[src/rtl/if_stage.sv]
// Instruction fetch stage: PC generation, in-order memory requests and a fetch queue toward decode.
// Predicts JAL as taken, and flushes and drops stale in-flight responses on a resteer.
module if_stage #(
    parameter logic [31:0] RESET_PC = 32'h0000_0000,
    parameter int          FQ_DEPTH = 4
) (
    input  logic        clk,
    input  logic        rst,
    output logic        im_req_valid,
    output logic [31:0] im_req_addr,
    input  logic        im_req_ready,
    input  logic        im_resp_valid,
    input  logic [31:0] im_resp_data,
    output logic        IF_valid,
    output logic [31:0] IF_pc,
    output logic [31:0] IF_inst,
    output logic        IF_jump,
    input  logic        DC_ready,
    input  logic        mispredict,
    input  logic [31:0] redirect_pc,
    input  logic        stall
);

    localparam int PW = $clog2(FQ_DEPTH);
    localparam int CW = PW + 1;

    logic [31:0]   fetch_pc;
    logic [CW-1:0] outstanding;
    logic [CW-1:0] kill_cnt;

    logic [31:0]   fq_pc   [FQ_DEPTH];
    logic [31:0]   fq_inst [FQ_DEPTH];
    logic          fq_jump [FQ_DEPTH];
    logic [PW:0]   fq_wr;
    logic [PW:0]   fq_rd;

    // PCs of requests still waiting for their response, oldest at pf_rd
    logic [31:0]   pf_pc [FQ_DEPTH];
    logic [PW-1:0] pf_wr;
    logic [PW-1:0] pf_rd;

    logic [CW-1:0] fq_count;
    logic          fq_not_empty;
    logic [PW-1:0] head;
    logic [31:0]   resp_pc;
    logic          is_jal;
    logic [31:0]   jal_imm;
    logic          resp_keep;
    logic          jal_redir;
    logic          credit_ok;
    logic          req_fire;
    logic          fq_pop;
    logic [CW-1:0] out_after_resp;

    assign fq_count     = fq_wr - fq_rd;
    assign fq_not_empty = (fq_count != '0);
    assign head         = fq_rd[PW-1:0];

    assign resp_pc   = pf_pc[pf_rd];
    assign is_jal    = (im_resp_data[6:2] == 5'b11011);
    assign jal_imm   = {{11{im_resp_data[31]}}, im_resp_data[31], im_resp_data[19:12],
                        im_resp_data[20], im_resp_data[30:21], 1'b0};
    assign resp_keep = im_resp_valid && !mispredict && (kill_cnt == '0);
    assign jal_redir = resp_keep && is_jal;

    // Credits cover both in-flight requests and buffered entries, so the queue never overflows
    assign credit_ok    = ({1'b0, outstanding} + {1'b0, fq_count}) < (CW+1)'(FQ_DEPTH);
    assign im_req_valid = !rst && !stall && !mispredict && !jal_redir && credit_ok;
    assign im_req_addr  = fetch_pc;
    assign req_fire     = im_req_valid && im_req_ready;

    assign IF_valid = !rst && fq_not_empty && !mispredict;
    assign IF_pc    = fq_not_empty ? fq_pc[head]   : 32'h0;
    assign IF_inst  = fq_not_empty ? fq_inst[head] : 32'h0;
    assign IF_jump  = fq_not_empty ? fq_jump[head] : 1'b0;
    assign fq_pop   = IF_valid && DC_ready;

    // Everything still in flight once this cycle's response is consumed is stale after a resteer
    assign out_after_resp = outstanding - CW'(im_resp_valid);

    always_ff @(posedge clk) begin
        if (rst) begin
            fetch_pc    <= RESET_PC;
            outstanding <= '0;
            kill_cnt    <= '0;
            fq_wr       <= '0;
            fq_rd       <= '0;
            pf_wr       <= '0;
            pf_rd       <= '0;
        end else begin
            outstanding <= outstanding + CW'(req_fire) - CW'(im_resp_valid);
            if (req_fire)
                pf_wr <= pf_wr + PW'(1);
            if (im_resp_valid)
                pf_rd <= pf_rd + PW'(1);

            if (mispredict) begin
                fq_wr    <= '0;
                fq_rd    <= '0;
                fetch_pc <= redirect_pc;
                kill_cnt <= out_after_resp;
            end else begin
                if (resp_keep)
                    fq_wr <= fq_wr + (PW+1)'(1);
                if (fq_pop)
                    fq_rd <= fq_rd + (PW+1)'(1);
                if (jal_redir) begin
                    fetch_pc <= resp_pc + jal_imm;
                    kill_cnt <= out_after_resp;
                end else begin
                    if (req_fire)
                        fetch_pc <= fetch_pc + 32'd4;
                    if (im_resp_valid && (kill_cnt != '0))
                        kill_cnt <= kill_cnt - CW'(1);
                end
            end
        end
    end

    always_ff @(posedge clk) begin
        if (req_fire)
            pf_pc[pf_wr] <= fetch_pc;
        if (resp_keep) begin
            fq_pc[fq_wr[PW-1:0]]   <= resp_pc;
            fq_inst[fq_wr[PW-1:0]] <= im_resp_data;
            fq_jump[fq_wr[PW-1:0]] <= is_jal;
        end
    end

endmodule

[config.mk]
export PLATFORM = sky130hd
export DESIGN_NAME = if_stage
export DESIGN_NICKNAME = d
export VERILOG_FILES = /design/src/rtl/if_stage.sv
export SDC_FILE = /design/constraint.sdc
export NUM_CORES = 1
export LEC_CHECK = 0
export CORE_ASPECT_RATIO = 0.5
export CORE_MARGIN = 2
export CORE_UTILIZATION = 57
export DETAILED_ROUTE_END_ITERATION = 8
export HOLD_SLACK_MARGIN = 0.05
export PLACE_DENSITY = 0.79
export SLEW_MARGIN = 20
export SYNTH_ARGS = -nofsm -noshare
export SYNTH_HDL_FRONTEND = slang
export SYNTH_SLANG_ARGS = --single-unit
[constraint.sdc]
create_clock -name clk -period 11.5 [get_ports clk]
set_input_delay 2.3 -clock clk [delete_from_list [all_inputs] [get_ports clk]]
set_output_delay 2.3 -clock clk [all_outputs]
set_load 0.02 [all_outputs]
==> metrics.md <==
| Metric | Value |
|---|---|
| Share of cells above drive strength 1 | 13.6% |
| CTS tree | yes |
| Max incr delay on CP | 0.67 ns |
| Outcome | completed |
| Clk_lat worst skew | 0.55 ns |
| Post-layout util | 68.5% |
| Largest net degree at the start of global routing | 69 |
| Final setup violation count | 0 |
| Reg2reg start | fq_wr[0]$_SDFFE_PP0P_ |
| Routed WL | 49100 um |
| Die Ht | 134 um |
| Sequential area share after synthesis | 65.5% |
| Overall global routing resource usage | 27.9% |
| Setup Buffers After CTS | 0 |
| Lkg Pwr | 0.00745 uW |
| Setup TNS | 0 ns |
| Top delay family on crit path | buffers and inverters |
| Post-route minimum period | 7.12 ns |
| Switch share | 26.0% |
| # nets final | 1521 |
| WHS Path Cells | 2 |
| CORE AREA | 33300 um2 |
| Syn_area_per_cell | 15.7 um2 |
| Synthesized flop and latch total | 440 |
| HP Class | flip-flop to flip-flop |
| First-pass GRT wire length | 73300 um |
| Critical Path RT | 9.20 ns |
| Clk root buf | clkbuf_16 |
| CTS Hold Buffers Added | 0 |
| Synth cell types | 73 |
| Antenna-violating nets left | 0 |
| Slew Limit Fails | 0 |
| I/O Buffers | 169 |
| CP Cell Sequence | clkdlybuf4s50_1 -> nand3b_1 -> nor4_2 -> buf_4 -> nor2_1 -> clkdlybuf4s50_1 |
| Reg power frac | 49.7% |
| Final cycle utilization of the critical path | 61.9% |
| Reg2Reg Setup Slack | 6.54 ns |
| Syn Std Cell Area | 19400 um2 |
| # DRC | 0 |
| Gr ovfl total | 0 |
| Ys async rst share | 0% |
| Clk slew on worst S/H paths | 0.06 ns |
| Initial Util | 58.2% |
| Worst slew margin | 31.2% |
| Pwr per Cell Area | 163 nW/um2 |
| Pre-Repair DR Iteration Count | 5 |
| Int Power | 2750 uW |
| DRT iter0 DRCs | 1571 |
| Crit path max-delay cell type | clkdlybuf4s50_1 |
| Cell depth of the worst flop-to-flop path | 19 |
| Max_cap viols | 0 |
| FF+latch area | 12700 um2 |
| Number of synthesized flops with an enable pin | 388 |
| Ys flop type | edfxtp_1 |
| Unrepaired setup endpoints after global routing | no |
| R2R Path End | outstanding[2]$_SDFF_PP0_ |
| Filler cell count | 2177 |
| Final HPWL DP | 31600 um |
| Critical Path Sink Type | output port |
| Critical Path AT | 4.82 ns |
| Htree depth | 2 |
| Ys Warns | 0 |
| Worst Hold Launch | pf_wr[1]$_SDFFE_PP0P_ |
| Critical path class | primary input to output port |
| Worst Tran Pin Value | 1.03 ns |
| Syn_nets | 1359 |
| CTS resizes | 0 |
| CTS Buf Count | 39 |
| Clock buffer depth | 3 |
| Worst Hold Path EP | pf_wr[1]$_SDFFE_PP0P_ |
| Multi-input logic area | 6340 um2 |
| Crit start category | primary input |
| Synth Instances | 1236 |
| TritonCTS Sinks | 440 |
| Post-DR wirelength/cell | 26.3 um |
| Die area | 35600 um2 |
| ANT cells | 0 |
| Std-Cell Rows | 47 |
| Number of global-route vias before repair | 11800 |
| Crit-path max FO | 39 |
| Power share of the combinational group | 15.4% |
| Initial antenna violation count | 1 |
| Peak Freq | 0.140 GHz |
| RD Place Congestion | 0.937 |
| Net Switching | 965 uW |
| CP bufs+invs | 3 |
| Critical Path Most Common Cell | clkdlybuf4s50_1 |
| Layout area overhead | 17.6% |
| Power share of the clock group | 34.9% |
| Final hold violation count | 0 |
| Worst vdd ir | 106 uV |
| Worst Skew | 0.0130 ns |
| Vias | 12000 |
| Die W | 265 um |
| Top-Level Pins | 170 |
| Vias per cell | 6.43 |
[placed cells by master, fill, tap and decap left out, drive strengths merged, types with 5 or more instances in the layout]
cell type / netlist / routed
o21a: 8 / 8
ha: 49 / 49
nor3: 22 / 22
edfxtp: 388 / 388
and4: 5 / 5
o21ai: 33 / 33
and2: 5 / 5
mux2i: 9 / 9
nor2b: 70 / 70
nand3: 29 / 29
mux4: 97 / 97
o22ai: 5 / 5
nand2: 46 / 46
nor4: 9 / 9
a21o: 10 / 10
a21oi: 50 / 50
xnor2: 24 / 24
xor2: 24 / 24
inv: 29 / 30
nand4: 20 / 20
a31oi: 7 / 7
and3: 12 / 12
buf: 14 / 19
dfxtp: 52 / 52
nand2b: 5 / 5
a211oi: 15 / 15
a221oi: 8 / 8
o211ai: 8 / 8
clkinv: 0 / 18
clkdlybuf4s50: 0 / 169
o221ai: 6 / 6
nor2: 59 / 59
clkbuf: 53 / 47
[final cells by class]
| type | instances | area share, % |
|---|---|---|
| Multi-Input combinational cell | 700 | 27.8 |
| Sequential cell | 440 | 55.7 |
| Clock inverter | 25 | 1.03 |
| Clock buffer | 47 | 4.50 |
| Inverter | 29 | 0.478 |
| Tap cell | 441 | 2.42 |
| Timing Repair Buffer | 188 | 8.05 |
[synth_stat cells (5+ instances only)]
cell type | count | area share (%)
nand2b_1 | 5 | 0.16
a211oi_1 | 15 | 0.58
nor3_1 | 22 | 0.57
a31oi_1 | 7 | 0.23
inv_1 | 28 | 0.54
xnor2_1 | 24 | 1.1
and4_1 | 5 | 0.23
dfxtp_1 | 52 | 5.4
ha_1 | 49 | 3.2
buf_1 | 10 | 0.19
a21o_1 | 10 | 0.39
clkbuf_1 | 52 | 1.0
mux4_2 | 97 | 11
o21a_1 | 8 | 0.31
nor4_1 | 6 | 0.19
nand2_1 | 46 | 0.89
and2_1 | 5 | 0.16
o221ai_1 | 6 | 0.27
a221oi_1 | 8 | 0.36
xor2_1 | 24 | 1.1
nor2b_1 | 70 | 2.3
nor2_1 | 58 | 1.1
nand3_1 | 29 | 0.75
o21ai_0 | 33 | 0.85
mux2i_1 | 9 | 0.46
o211ai_1 | 8 | 0.31
nand4_1 | 18 | 0.58
o22ai_1 | 5 | 0.16
and3_1 | 12 | 0.39
edfxtp_1 | 388 | 60
a21oi_1 | 50 | 1.3
[cell families (layout without fill, tap and decap cells)]
family          count (synthesis)  in the layout  share of synthesized area [%]
flops                         440            440                           65.5
fa+ha+maj                      52             52                           3.47
xor+xnor                       48             48                           2.17
simple gates                  303            303                           8.55
compound gates                191            191                           6.69
buf+inv                        96            289                           1.89
mux                           106            106                           11.7
[worst min-delay path, delay by kind of cell, from the launching register on]
kind | cells | cell delay [ns]
flops | 1 | 0.34
compound gates | 1 | 0.06
simple gates | 1 | 0.07
[flip-flops by register name, summed over array words and instances, names as in the netlist, named ones only]
signal	cells
fq_inst	128
fq_jump	4
fq_pc	128
fq_rd	3
fq_wr	3
im_req_addr	32
kill_cnt	3
outstanding	3
pf_pc	128
pf_rd	2
pf_wr	2
[power groups by stage]
stage | clock network [uW] | registers [uW] | logic (uW)
after detailed placement | 0 | 1880 | 562
after CTS | 1320 | 1840 | 567
final | 1300 | 1840 | 573
after floorplan | 0 | 1860 | 340
after global placement | 0 | 1870 | 552
after global routing | 1370 | 1850 | 611
[per-stage QoR]
step | hold WS [ns] | total power [uW] | worst slack [ns] | area, um2 | cells
3_5_place_dp | 0.506 | 2440 | 4.43 | 21500 | 1798
5_1_grt | 0.552 | 3830 | 4.21 | 22800 | 1870
4_1_cts | 0.515 | 3730 | 4.42 | 22800 | 1870
6_report | 0.513 | 3720 | 4.38 | 22800 | 1870
2_1_floorplan | 0.469 | 2200 | 5.27 | 19400 | 1236
3_3_place_gp | 0.478 | 2430 | 4.46 | 21500 | 1798
[metal layers]
layer  vias up  GRT usage, %  share of wire, %
li1       5214             -                 -
met1      6120          42.6                42
met2       614          42.3                46
met3        82          4.24                10
met4         0          7.97               2.3
met5         -             0                 0
[worst max path at each step]
stage | startpoint | end | slack (ns) | cells past startpoint
after detailed placement | im_resp_valid | im_req_valid | 4.43 | 6
after global placement | im_resp_valid | im_req_valid | 4.46 | 6
final | im_resp_valid | im_req_valid | 4.38 | 6
after CTS | im_resp_valid | im_req_valid | 4.42 | 6
after global routing | im_resp_valid | im_req_valid | 4.21 | 6
after floorplan | im_resp_valid | im_req_valid | 5.27 | 7
No activity file was read; power rests on OpenSTA's default activity.
